$ cat src/rtl/rv32_enc_pkg.sv
// Shared RV32I opcode constants and format classification, used by both the
// encoder (program-loader path) and the decode side.
package rv32_enc_pkg;

    localparam logic [6:0] OP_R      = 7'b0110011;
    localparam logic [6:0] OP_LOAD   = 7'b0000011;
    localparam logic [6:0] OP_ALUI   = 7'b0010011;
    localparam logic [6:0] OP_STORE  = 7'b0100011;
    localparam logic [6:0] OP_BRANCH = 7'b1100011;
    localparam logic [6:0] OP_JAL    = 7'b1101111;

    typedef enum logic [2:0] {
        FMT_R,
        FMT_I,
        FMT_S,
        FMT_B,
        FMT_J,
        FMT_BAD
    } fmt_e;

    function automatic fmt_e opcode_to_fmt(input logic [6:0] op);
        fmt_e f;
        case (op)
            OP_R:             f = FMT_R;
            OP_LOAD, OP_ALUI: f = FMT_I;
            OP_STORE:         f = FMT_S;
            OP_BRANCH:        f = FMT_B;
            OP_JAL:           f = FMT_J;
            default:          f = FMT_BAD;
        endcase
        return f;
    endfunction

endpackage

$ cat src/rtl/enc_fifo.sv
// Small synchronous FIFO holding encoded instruction words; the head is
// visible combinationally and reads as zero while the FIFO is empty.
module enc_fifo #(
    parameter int DEPTH = 4,
    parameter int WIDTH = 32
) (
    input  logic             clk,
    input  logic             reset,
    input  logic             push,
    input  logic             pop,
    input  logic [WIDTH-1:0] wdata,
    output logic [WIDTH-1:0] head,
    output logic             full,
    output logic             empty
);

    localparam int AW = $clog2(DEPTH);

    logic [WIDTH-1:0] mem_reg [DEPTH];
    logic [AW-1:0]    wr_ptr_reg;
    logic [AW-1:0]    rd_ptr_reg;
    logic [AW:0]      count_reg;
    logic             do_push;
    logic             do_pop;

    assign full    = (count_reg == (AW + 1)'(DEPTH));
    assign empty   = (count_reg == '0);
    assign do_push = push & ~full;
    assign do_pop  = pop & ~empty;
    assign head    = empty ? '0 : mem_reg[rd_ptr_reg];

    // Storage carries no reset so it can map onto plain RAM; validity comes from count.
    always_ff @(posedge clk) begin
        if (do_push) begin
            mem_reg[wr_ptr_reg] <= wdata;
        end
    end

    always_ff @(posedge clk) begin
        if (!reset) begin
            wr_ptr_reg <= '0;
            rd_ptr_reg <= '0;
            count_reg  <= '0;
        end else begin
            if (do_push) begin
                wr_ptr_reg <= wr_ptr_reg + 1'b1;
            end
            if (do_pop) begin
                rd_ptr_reg <= rd_ptr_reg + 1'b1;
            end
            case ({do_push, do_pop})
                2'b10:   count_reg <= count_reg + 1'b1;
                2'b01:   count_reg <= count_reg - 1'b1;
                default: count_reg <= count_reg;
            endcase
        end
    end

endmodule

$ cat src/rtl/inst_encoder.sv
// Packs RV32I fields into instruction words, buffers them and streams them to
// the IMEM write port at an auto-incrementing byte address.
module inst_encoder
    import rv32_enc_pkg::*;
#(
    parameter int                DEPTH     = 4,
    parameter int                ADDR_W    = 10,
    parameter logic [ADDR_W-1:0] BASE_ADDR = '0
) (
    input  logic              clk,
    input  logic              reset,
    input  logic              in_valid,
    output logic              in_ready,
    input  logic [6:0]        opcode,
    input  logic [4:0]        rd,
    input  logic [4:0]        rs1,
    input  logic [4:0]        rs2,
    input  logic [2:0]        funct3,
    input  logic [6:0]        funct7,
    input  logic [31:0]       imm,
    input  logic              addr_clr,
    output logic              mem_we,
    input  logic              mem_ready,
    output logic [ADDR_W-1:0] mem_addr,
    output logic [31:0]       mem_wdata,
    output logic              err_pulse,
    output logic [7:0]        err_count
);

    fmt_e              fmt;
    logic [31:0]       enc_word;
    logic              enc_ok;
    logic              accept;
    logic              push;
    logic              pop;
    logic              full;
    logic              empty;
    logic [ADDR_W-1:0] addr_reg;
    logic              err_pulse_reg;
    logic [7:0]        err_count_reg;

    // Immediate packing mirrors the core's extraction; the range checks make
    // sure the discarded upper bits are pure sign extension.
    always_comb begin
        enc_word = '0;
        enc_ok   = 1'b0;
        fmt      = opcode_to_fmt(opcode);
        case (fmt)
            FMT_R: begin
                enc_word = {funct7, rs2, rs1, funct3, rd, opcode};
                enc_ok   = 1'b1;
            end
            FMT_I: begin
                enc_word = {imm[11:0], rs1, funct3, rd, opcode};
                enc_ok   = (&imm[31:11]) | ~(|imm[31:11]);
            end
            FMT_S: begin
                enc_word = {imm[11:5], rs2, rs1, funct3, imm[4:0], opcode};
                enc_ok   = (&imm[31:11]) | ~(|imm[31:11]);
            end
            FMT_B: begin
                enc_word = {imm[12], imm[10:5], rs2, rs1, funct3, imm[4:1], imm[11], opcode};
                enc_ok   = ((&imm[31:12]) | ~(|imm[31:12])) & ~imm[0];
            end
            FMT_J: begin
                enc_word = {imm[20], imm[10:1], imm[11], imm[19:12], rd, opcode};
                enc_ok   = ((&imm[31:20]) | ~(|imm[31:20])) & ~imm[0];
            end
            default: begin
                enc_word = '0;
                enc_ok   = 1'b0;
            end
        endcase
    end

    assign in_ready = ~full;
    assign accept   = in_valid & in_ready;
    assign push     = accept & enc_ok;
    assign mem_we   = ~empty;
    assign pop      = mem_we & mem_ready;

    enc_fifo #(
        .DEPTH(DEPTH),
        .WIDTH(32)
    ) u_fifo (
        .clk  (clk),
        .reset(reset),
        .push (push),
        .pop  (pop),
        .wdata(enc_word),
        .head (mem_wdata),
        .full (full),
        .empty(empty)
    );

    // addr_clr wins over the increment: a word popped on the same edge has
    // already been written at the old address.
    always_ff @(posedge clk) begin
        if (!reset) begin
            addr_reg      <= BASE_ADDR;
            err_pulse_reg <= 1'b0;
            err_count_reg <= '0;
        end else begin
            err_pulse_reg <= accept & ~enc_ok;
            if (accept && !enc_ok && err_count_reg != 8'hFF) begin
                err_count_reg <= err_count_reg + 8'd1;
            end
            if (addr_clr) begin
                addr_reg <= BASE_ADDR;
            end else if (pop) begin
                addr_reg <= addr_reg + ADDR_W'(4);
            end
        end
    end

    assign mem_addr  = addr_reg;
    assign err_pulse = err_pulse_reg;
    assign err_count = err_count_reg;

endmodule
$ cat config.mk
export PLATFORM = sky130hd
export DESIGN_NAME = inst_encoder
export DESIGN_NICKNAME = d
export VERILOG_FILES = /design/src/rtl/rv32_enc_pkg.sv /design/src/rtl/enc_fifo.sv /design/src/rtl/inst_encoder.sv
export SDC_FILE = /design/constraint.sdc
export NUM_CORES = 1
export LEC_CHECK = 0
export ABC_AREA = 1
export CELL_PAD_IN_SITES_DETAIL_PLACEMENT = 0
export CELL_PAD_IN_SITES_GLOBAL_PLACEMENT = 1
export CORE_MARGIN = 1
export CORE_UTILIZATION = 31
export DETAILED_ROUTE_END_ITERATION = 16
export GPL_TIMING_DRIVEN = 0
export PLACE_DENSITY = 0.68
export SYNTH_ARGS = -nofsm -noshare
export SYNTH_HDL_FRONTEND = slang
export SYNTH_SLANG_ARGS = --single-unit
$ cat constraint.sdc
create_clock -name clk -period 4.61 [get_ports clk]
set_input_delay 0.922 -clock clk [delete_from_list [all_inputs] [get_ports clk]]
set_output_delay 0.922 -clock clk [all_outputs]
set_load 0.03 [all_outputs]
==> out/metrics.yaml <==
dieArea_um2: 22860
ys.flop_type: "edfxtp_1"
ys_ff_latch: 154
criticalPathCategory: "flip-flop to output port"
path_clk_slew_ns: 0.06
crit_buf_inv: 3
gr-usage-all-layers_pct: 17.15
ys_warn_count: 0
diodes: 0
layout_setup_ws_ns: 0.7223
cp-start-kind: "flip-flop"
hp-class: "flip-flop to flip-flop"
post-place-ws_ns: 0.9185
core_area_um2: 21820
grt_pass1_vias: 5080
grt_max_degree: 25
hpwl_um: 13020
wl_per_cell_um: 16.53
synth-simple-area-share_pct: 18.41
grt_overflow_total: 0
maxSlewHeadroom_pct: 39.86
largest_reg_flops: 128
synth_xor_area_share_pct: 0.6347
synthAdderAreaFrac_pct: 1.560
async_flop_share_pct: 0
ios: 122
clockRootBuffer: "clkbuf_16"
place.gp.congestion: 0.7782
synth_top_family_by_area: "simple AND/OR/NAND/NOR gates"
synth_mux_area_share_pct: 0
die_x_um: 151.2
min-delay-start: "u_fifo.rd_ptr_reg[1]"
cts_buffers: 17
cts_tree: "built"
num-nets-final: 910
post_cts_resized: 0
synth.cell_area_um2: 6899
arrival_ns: 2.97
post_cts_buffers: 0
ys_top_cells_by_area: "edfxtp_1 (56%), nor2_1 (9.1%), dfxtp_1 (7.5%), o21ai_0 (6.1%), a21oi_1 (4.0%)"
clock_path_buffers: 2
layout-drive-gt1-share_pct: 8.038
drt-initial-drc-count: 386
synthTopCellsByCount: "nor2_1 (168), edfxtp_1 (128), o21ai_0 (84), nand2_1 (70), a21oi_1 (55)"
synth_cell_types: 40
finalCritPeriodShare_pct: 84.33
ys_seq_area_share_pct: 63.26
die_y_um: 151.2
ctsHoldBuffers: 0
synth_enable_flop_cells: 128
num_vias: 5317
synth-compound-area-share_pct: 11.79
wirelength_um: 18610
fin_skew_ns: 0.01108
drc_errors: 0
r2r-end: "u_fifo.count_reg[1]"
crit_path_cell_trace: "clkbuf_1, buf_1, nor2_1, nor2_1, o21ai_0, a21oi_1, clkdlybuf4s50_1"
setup_violations: 0
worstPathMaxFanout: 10
cp_common_cell: "nor2_1"
grt_pass1_wl_um: 28460
peakVddDrop_mv: 0.2400
r2r_cells: 12
first_pass_iters: 5
cp_top_family: "buffers and inverters"
p_per_area_nw_per_um2: 332.8
cpPeakStageDelay_ns: 0.73
antenna_found_initial: 0
dpl-instance-area_um2: 8562
synth.most_common_cell: "nor2_1"
final-hold-violation-count: 0
outcome: "finished, final reports clean"
insertion_delay_ns: 0.42
min_to: "u_fifo.rd_ptr_reg[1]"
cpMaxStageDelayCell: "clkdlybuf4s50_1"
cts.htree.levels: 4
vias_per_cell: 4.722
ant_nets: 0
rows: 54
cts.sinks: 154
drv_slew: 0
p_leak_uw: 0.003300
r2r-start: "u_fifo.count_reg[0]"
max_cap_viol_count: 0
worstHoldPathCells: 2
synth_cells: 690
yosys.area.top_type: "edfxtp_1"
tightest_slew_ns: 0.8926
syn2layout_area_growth_pct: 32.66
fmax_ghz: 0.2572
rsz0062_at_grt: "no"
worst-endpoint-required_ns: 3.69
r2r_slack_ns: 2.19
initial_utilization_pct: 31.61
crit_path_end_kind: "output port"
synth.avg_cell_area_um2: 9.999
period_needed_ns: 3.888
synth_top_area_share_pct: 55.71
final_area_um2: 9153
port_buffers: 119
## stage by stage
step	cells	hold WS, ns	power [uW]	TNS (ns)	utilization (%)
global placement	1090	0.4568	1689	-106.10	38.69
global route	1126	0.4994	3141	0	41.94
floorplan	691	0.4356	1591	0	-
detailed placement	1094	0.4753	1690	0	39.23
finish	1126	0.4830	3046	0	41.94
CTS	1126	0.4852	3069	0	41.94
## area by class of cell
cell class,instances,area [um^2]
Buffer,27,111.4
Clock buffer,17,425.4
Clock inverter,15,165.2
Fill cell,2098,12670
Inverter,48,185.2
Multi-Input combinational cell,462,2272
Sequential cell,154,4364
Tap cell,280,350.3
Timing Repair Buffer,123,1279
## how the worst max path moves through the flow
| stage | start | endpoint | slack [ns] | cells after the start |
|---|---|---|---|---|
| 2_1_floorplan | opcode[1] | u_fifo.mem_reg[0][0] | 1.04 | 8 |
| 3_3_place_gp | imm[12] | u_fifo.mem_reg[3][15] | -0.90 | 11 |
| 3_5_place_dp | imm[12] | u_fifo.count_reg[2] | 0.92 | 16 |
| 4_1_cts | flip-flop | mem_wdata[6] | 0.72 | 7 |
| 5_1_grt | flip-flop | mem_wdata[21] | 0.56 | 7 |
| 6_report | flip-flop | mem_wdata[1] | 0.72 | 7 |
## worst min-delay path: stages (launching register included)
cell and delay, ns:
dfxtp_1 0.30, inv_1 0.06, a21oi_1 0.07
## layout by cell type (no fill, tap or decap), drive strengths merged
| cell | instances |
|---|---|
| nor3 | 7 |
| o21a | 2 |
| dfxtp | 26 |
| xnor2 | 3 |
| a31oi | 1 |
| nor3b | 2 |
| nand3 | 30 |
| xor2 | 2 |
| nor2 | 173 |
| inv | 52 |
| ha | 7 |
| edfxtp | 128 |
| a21o | 1 |
| clkdlybuf4s50 | 119 |
| nand2 | 76 |
| nand4 | 3 |
| conb | 2 |
| buf | 12 |
| clkinv | 5 |
| clkbuf | 36 |
| clkinvlp | 4 |
| o21ai | 86 |
| a22o | 6 |
| bufinv | 2 |
| fa | 1 |
| or2 | 2 |
| o221ai | 2 |
| a21oi | 56 |
## where the power goes
group	leakage, uW	total, uW	switching, uW	internal (uW)
Combinational	0.00148	159	82.0	77.3
Clock	0.000278	1390	580	807
Sequential	0.00155	1500	3.09	1500
## routing by layer
metal,routed length (um),up-vias,GRT usage (%),share of wire (%)
met1,8414,2480,22.46,45
met5,0,-,0,0
met4,307,0,6.000,1.6
met2,8748,159,27.26,47
met3,1142,18,4.548,6.1
li1,-,2660,-,-
## kinds of logic after synthesis
kind of cell / after synthesis
other: 1
adders and majority gates: 8
DFF: 154
xor gates and xnor gates: 5
buffers and inverters: 75
AOI/OAI and AO/OA: 154
and+or+nand+nor: 293
(Power assumes the default switching activity.)
